File: config.mk
export PLATFORM = sky130hd
export DESIGN_NAME = hamming_dec_stream
export DESIGN_NICKNAME = d
export VERILOG_FILES = /design/src/rtl/hamming_dec_stream.sv
export SDC_FILE = /design/constraint.sdc
export NUM_CORES = 1
export LEC_CHECK = 0
export ABC_CLOCK_PERIOD_IN_PS = 1600
export CAP_MARGIN = 20
export CORE_AREA = 5 5 63 65
export DETAILED_ROUTE_END_ITERATION = 6
export DIE_AREA = 0 0 68 70
export PLACE_DENSITY_LB_ADDON = 0.15
export REMOVE_ABC_BUFFERS = 1
export SLEW_MARGIN = 20
export SYNTH_ARGS = -nofsm -noshare
export SYNTH_HDL_FRONTEND = slang
export SYNTH_SLANG_ARGS = --single-unit
File: constraint.sdc
create_clock -name clk -period 1.6 [get_ports clk]
set_input_delay 0.48 -clock clk [delete_from_list [all_inputs] [get_ports clk]]
set_output_delay 0.48 -clock clk [all_outputs]
set_load 0.005 [all_outputs]
File: src/rtl/hamming_dec_stream.sv
// Two-stage streaming (15,11) Hamming decoder with single-error correction and valid/ready backpressure.
// Optional saturating corrected-word counter (cnt_clr/err_cnt) is built only when HAM_ERR_CNT_EN is defined.
module hamming_dec_stream (
  input  logic        clk,
  input  logic        rst_n,
  input  logic [15:1] cw_in,
  input  logic        in_valid,
  output logic        in_ready,
  output logic [11:1] d_out,
  output logic        out_valid,
  input  logic        out_ready,
  output logic        err_flag,
  output logic [3:0]  err_pos
`ifdef HAM_ERR_CNT_EN
  ,
  input  logic        cnt_clr,
  output logic [15:0] err_cnt
`endif
);

  // Handshake: a word moves on any edge where valid and ready are both high.
  // Each stage advances when it is empty or the stage after it advances, so
  // in_ready depends combinationally on out_ready.

  function automatic logic [3:0] syndrome(input logic [15:1] cw);
    logic [3:0] s;
    s = '0;
    for (int i = 1; i < 16; i++) begin
      for (int k = 0; k < 4; k++) begin
        if (i[k]) s[k] = s[k] ^ cw[i];
      end
    end
    return s;
  endfunction

  // Data bit j lives at the j-th non-power-of-two position; flip it when the syndrome points there.
  function automatic logic [11:1] correct(input logic [15:1] cw, input logic [3:0] syn);
    logic [11:1] d;
    int          p;
    d = '0;
    for (int j = 1; j <= 11; j++) begin
      p    = (j == 1) ? 3 : ((j <= 4) ? j + 3 : j + 4);
      d[j] = cw[p] ^ (syn == 4'(p));
    end
    return d;
  endfunction

  logic        s1_valid;
  logic [15:1] s1_cw;
  logic [3:0]  s1_syn;
  logic        s1_adv;
  logic        s2_adv;

  assign s2_adv   = !out_valid || out_ready;
  assign s1_adv   = !s1_valid || s2_adv;
  assign in_ready = s1_adv;

  always_ff @(posedge clk) begin
    if (!rst_n) begin
      s1_valid <= 1'b0;
      s1_cw    <= '0;
      s1_syn   <= '0;
    end else if (s1_adv) begin
      s1_valid <= in_valid;
      if (in_valid) begin
        s1_cw  <= cw_in;
        s1_syn <= syndrome(cw_in);
      end
    end
  end

  // out_valid is the stage-2 valid bit; data only reloads when a new word enters.
  always_ff @(posedge clk) begin
    if (!rst_n) begin
      out_valid <= 1'b0;
      d_out     <= '0;
      err_flag  <= 1'b0;
      err_pos   <= '0;
    end else if (s2_adv) begin
      out_valid <= s1_valid;
      if (s1_valid) begin
        d_out    <= correct(s1_cw, s1_syn);
        err_flag <= (s1_syn != 4'd0);
        err_pos  <= s1_syn;
      end
    end
  end

`ifdef HAM_ERR_CNT_EN
  always_ff @(posedge clk) begin
    if (!rst_n) begin
      err_cnt <= '0;
    end else if (cnt_clr) begin
      err_cnt <= '0;
    end else if (out_valid && out_ready && err_flag && (err_cnt != 16'hFFFF)) begin
      err_cnt <= err_cnt + 16'd1;
    end
  end
`endif

endmodule

Yosys cells after proc, flatten, opt, wreduce, memory -nomap -nowiden
Index checks and enable logic that the tools add are counted.

operators by class
  $add $sub $neg = 0
  multiply operators = 0
  div/mod/pow operators = 0
  order comparisons = 0
  equal/unequal tests = 11
  shifts and indexed selects = 0
  mux-type cells = 84
  bitwise logic cells = 39
  reduce and logical (&&, ||, !) cells = 7

operator list
  kind                                                              number
  1-bit 2-to-1 mux                                                  84
  1-bit XOR                                                         39
  4-bit == test (second input constant)                             7
  4-bit by 3-bit == test with 1-bit output (second input constant)  3
  4-bit by 2-bit == test with 1-bit output (second input constant)  1
  2-bit AND reduction                                               2
  4-bit nonzero test                                                1
  1-bit logical NOT                                                 2
  1-bit logical OR                                                  2

storage, ports and cells
  bits in registers = 37
  bits in latches = 0
  RAM bits = 0
  bits in read-only memories = 0
  bits of input ports = 19
  output and inout bits = 18
  memories kept = 0

Logic depth before layout (Yosys ltp)
  depth after elaboration = 30
  depth in mapped cells = 6

Worst setup path before layout
No wires, ideal clock.

  path kind = in2reg
  start point = in out_ready
  end point = reg s1_cw[15] (netlist bit)
  setup time = 134 ps
  data arrival time = 1273 ps
  required time = 1466 ps
  setup slack = 193 ps
  stages on the path = 6
  buffers on the path = 2
  cells stage by stage = nand3b_1 > and2_1 > buf_2 > buf_2 > nand2_1 > a21oi_1

on the way
  cells in the longest elaborated chain, start to end = 3

ends and longest elaborated chain
  what                                  RTL line  RTL
  from (decl)                           11        input logic out_ready,
  1-bit logical OR                      54        assign s2_adv = !out_valid || out_ready;
  1-bit logical OR                      55        assign s1_adv = !s1_valid || s2_adv;
  2-bit AND reduction (no source line)  --
  to (signal assigned)                  66        s1_cw <= cw_in;
  to (decl)                             49        logic [15:1] s1_cw;

No other way between the ends.
A chain may end at the register's enable or synchronous reset.

Worst setup path after layout
  start point = in cw_in[7] (netlist bit)
  end point = reg s1_syn[2]

on the way
  cells in the longest elaborated chain, start to end = 17

ends and longest elaborated chain
  what                  RTL line  RTL
  from (decl)           6         input logic [15:1] cw_in,
  1-bit XOR             30        if (i[k]) s[k] = s[k] ^ cw[i];
  1-bit 2-to-1 mux      65        if (in_valid) begin
  1-bit 2-to-1 mux      63        end else if (s1_adv) begin
  1-bit 2-to-1 mux      59        if (!rst_n) begin
  1-bit XOR             30
  1-bit 2-to-1 mux      65
  1-bit 2-to-1 mux      63
  1-bit 2-to-1 mux      59
  1-bit XOR             30
  1-bit 2-to-1 mux      65
  1-bit 2-to-1 mux      63
  1-bit 2-to-1 mux      59
  1-bit XOR             30
  1-bit 2-to-1 mux      65
  1-bit 2-to-1 mux      63
  1-bit 2-to-1 mux      59
  1-bit XOR             30
  to (signal assigned)  67        s1_syn <= syndrome(cw_in);
  to (decl)             50        logic [3:0] s1_syn;

No other way between the ends. The select of a mux whose other input is x is not followed.

==> results.yml <==
status:
  outcome: "finished clean"
layout:
  stdcell_area_um2: 2190
  syn_to_final_growth_pct: 39.1
  fill_cells: 271
  num-nets-final: 243
  diodes: 0
  drive_above_1_share: 0.201
  stdcell_count: 270
timing:
  max_freq_mhz: 636
  rsz0062_at_grt: "false"
  drv_slew: 0
  setup_viol: 0
  slew_headroom: 0.671
  clock-skew-final_ns: 0.00834
  hold_viol: 0
  worst_slew_pin_slew_ns: 0.492
  min_period_ns: 1.57
  finalCritPeriodShare: 0.982
placed_design:
  dpl_cell_area_um2: 2100
  dp_hpwl_mm: 2.60
  portBuffers: 36
  dp_cells: 263
  gp_congestion: 0.804
detailed_routing:
  final_antenna_net_count: 0
  routed_wl_mm: 3.43
  vias: 1329
  via_per_inst: 4.92
  firstDrtPassIters: 4
  drt_iter0_drc: 59
  avgRoutedWirePerCell_um: 12.7
  post-route-drc-count: 0
synthesis:
  synth.avg_cell_area_um2: 9.04
  synthTopCellsByArea: "dfxtp_1, xnor2_1, nand2_1, a211oi_1, a21oi_1"
  synth_cell_types: 25
  synth_top_area_cell: "dfxtp_1"
  synth_area_um2: 1570
  yosysWarningCount: 0
  synth.top_cell.area_share: 0.420
  yosysSeqAreaShare: 0.420
  netlist_instances: 174
  synth-seq-cells: 33
pwr:
  p_sw_frac: 0.275
  pwr-share-seq: 0.511
  irDropWorstVdd_uv: 351
  pwr-share-comb: 0.243
  p_int_mw: 1.36
  powerDensity_nw_per_um2: 855
  p_leak_nw: 0.909
  pwr-share-clk: 0.246
  switchingPower_mw: 0.515
die:
  die_w_um: 68
  core-area_um2: 3280
  rows: 21
  fp.dieH_um: 70
  initial_core_util: 0.479
  ios: 37
  dieArea_um2: 4760
global_routing:
  grt_usage: 0.153
  grt-ovfl-total: 0
  antenna_found_initial: 0
  grt_max_degree: 29
  grt_pass1_wl_mm: 5.57
  grt_pass1_vias: 1256
clock_network:
  cts_tree: "done"
  clkTransAtPathRegs_ns: 0.09
  clock_tree.buffer_depth: 2
  post_cts_buffers: 0
  clockRootBuffer: "clkbuf_4"
  insertion_delay_ns: 0.33
  cts-htree-levels: 2
  cts_sinks: 33
  cts_buffers: 5
  cts_hold_buf: 0
min_path:
  hp-class: "reg -> reg"
worst_setup_path:
  cp-start-kind: "primary input"
  cp.arrival_ns: 1.80
  path_max_fanout: 3
  crit_type: "in -> reg"
  end_kind: "register"
  cp.required_ns: 1.82
run:
  cap_viol_max_count: 0
-- worst max-delay path: stages --
cell and delay, ns:
clkdlybuf4s50_1 0.54, xnor3_1 0.38, xnor2_2 0.16, xnor2_1 0.16, a21oi_1 0.08
-- synth_stat cells --
master	number
nor4_1	1
nor3_1	2
nor2_1	17
a211oi_1	12
xnor2_1	21
a21oi_1	15
nand3b_1	1
nor4bb_1	4
xor2_1	7
nand2_1	25
clkbuf_1	3
buf_2	7
nand4_1	1
xnor3_1	2
a211oi_2	1
nand4b_1	4
buf_4	3
o211a_1	1
xnor2_2	1
dfxtp_1	33
and2_1	2
inv_1	3
nand2b_1	2
o21ai_0	2
mux2i_1	4
-- metrics by stage --
stage / TNS (ns) / util / power, mW / setup slack (ns) / hold slack (ns)
floorplan: -0.101 / - / 1.20 / -0.0253 / 0.434
global placement: -6.39 / 0.638 / 1.41 / -0.443 / 0.445
detailed placement: -7.87 / 0.638 / 1.42 / -0.481 / 0.459
CTS: 0 / 0.655 / 1.87 / 0.0209 / 0.471
global route: 0 / 0.666 / 1.97 / 0.00383 / 0.495
finish: 0 / 0.666 / 1.87 / 0.0289 / 0.472
-- power by group through the flow --
stage / clock network [mW] / registers, mW / logic, mW
2_1_floorplan: 0 / 0.958 / 0.244
3_3_place_gp: 0 / 0.965 / 0.442
3_5_place_dp: 0 / 0.971 / 0.452
4_1_cts: 0.470 / 0.954 / 0.441
5_1_grt: 0.509 / 0.967 / 0.498
6_report: 0.461 / 0.955 / 0.455
-- cells by family (layout without fill, tap and decap cells) --
| kind of cell | after synthesis | in the layout | synth area share |
|---|---|---|---|
| XOR/XNOR | 31 | 31 | 0.195 |
| AND/OR/NAND/NOR | 59 | 59 | 0.183 |
| multiplexers | 4 | 4 | 0.0255 |
| flip-flops | 33 | 33 | 0.420 |
| AO/OA/AOI/OAI | 31 | 31 | 0.126 |
| buffers and inverters | 16 | 66 | 0.0509 |
-- final cells by class --
class                           instances  area [um2]  area share
Tap cell                               46        57.6      0.0263
Inverter                                3        11.3     0.00515
Clock buffer                            7        55.1      0.0252
Multi-Input combinational cell        125         880       0.402
Sequential cell                        33         674       0.308
Timing Repair Buffer                   56         509       0.233
-- sequential cells by signal, summed over array words and instances (netlist names) --
name,flops
d_out,11
err_flag,1
err_pos,4
s1_syn,4
s1_valid,1
s1_cw,11
out_valid,1
-- metal layers --
| layer | vias up | track usage | part of all wire |
|---|---|---|---|
| li1 | 696 | - | - |
| met1 | 597 | 0.179 | 0.43 |
| met2 | 32 | 0.257 | 0.50 |
| met3 | 4 | 0.0593 | 0.066 |
| met4 | 0 | 0.0397 | 0.0090 |
| met5 | - | 0 | 0 |
-- path summary, 6_finish.rpt --
check / start / to / slack [ns] / depth (start not counted)
setup / recovery: cw_in[7] / s1_syn[2] / 0.03 / 5
hold / removal: s1_cw[3] / s1_cw[3] / 0.47 / 2
setup reg to reg: s1_syn[0] / d_out[5] / 0.20 / 3
hold reg to reg: s1_cw[3] / s1_cw[3] / 0.47 / 2
-- layout by cell type (no fill, tap or decap), types with 2 or more instances in the layout --
master / instances
xnor2_1: 18
xor2_1: 6
xnor2_2: 4
xnor3_1: 2
nor4bb_1: 3
nor3_1: 2
a21oi_1: 15
clkdlybuf4s50_1: 15
clkbuf_4: 5
and2_1: 2
nand2b_1: 2
buf_4: 18
o21ai_0: 2
mux2i_1: 4
nand2_1: 25
buf_12: 2
inv_1: 3
dfxtp_1: 22
a211oi_1: 12
dlygate4sd2_1: 19
nand4b_1: 4
nor2_1: 17
dfxtp_2: 11
-- what timing repair did --
item | 4_1_cts | 5_1_grt
hold endpoints to repair | 0 | 0
setup endpoints to repair | 20 | 2
pin swaps | 1 | 1
resized for setup | 35 | 6
Power figures use the tool's default switching activity.
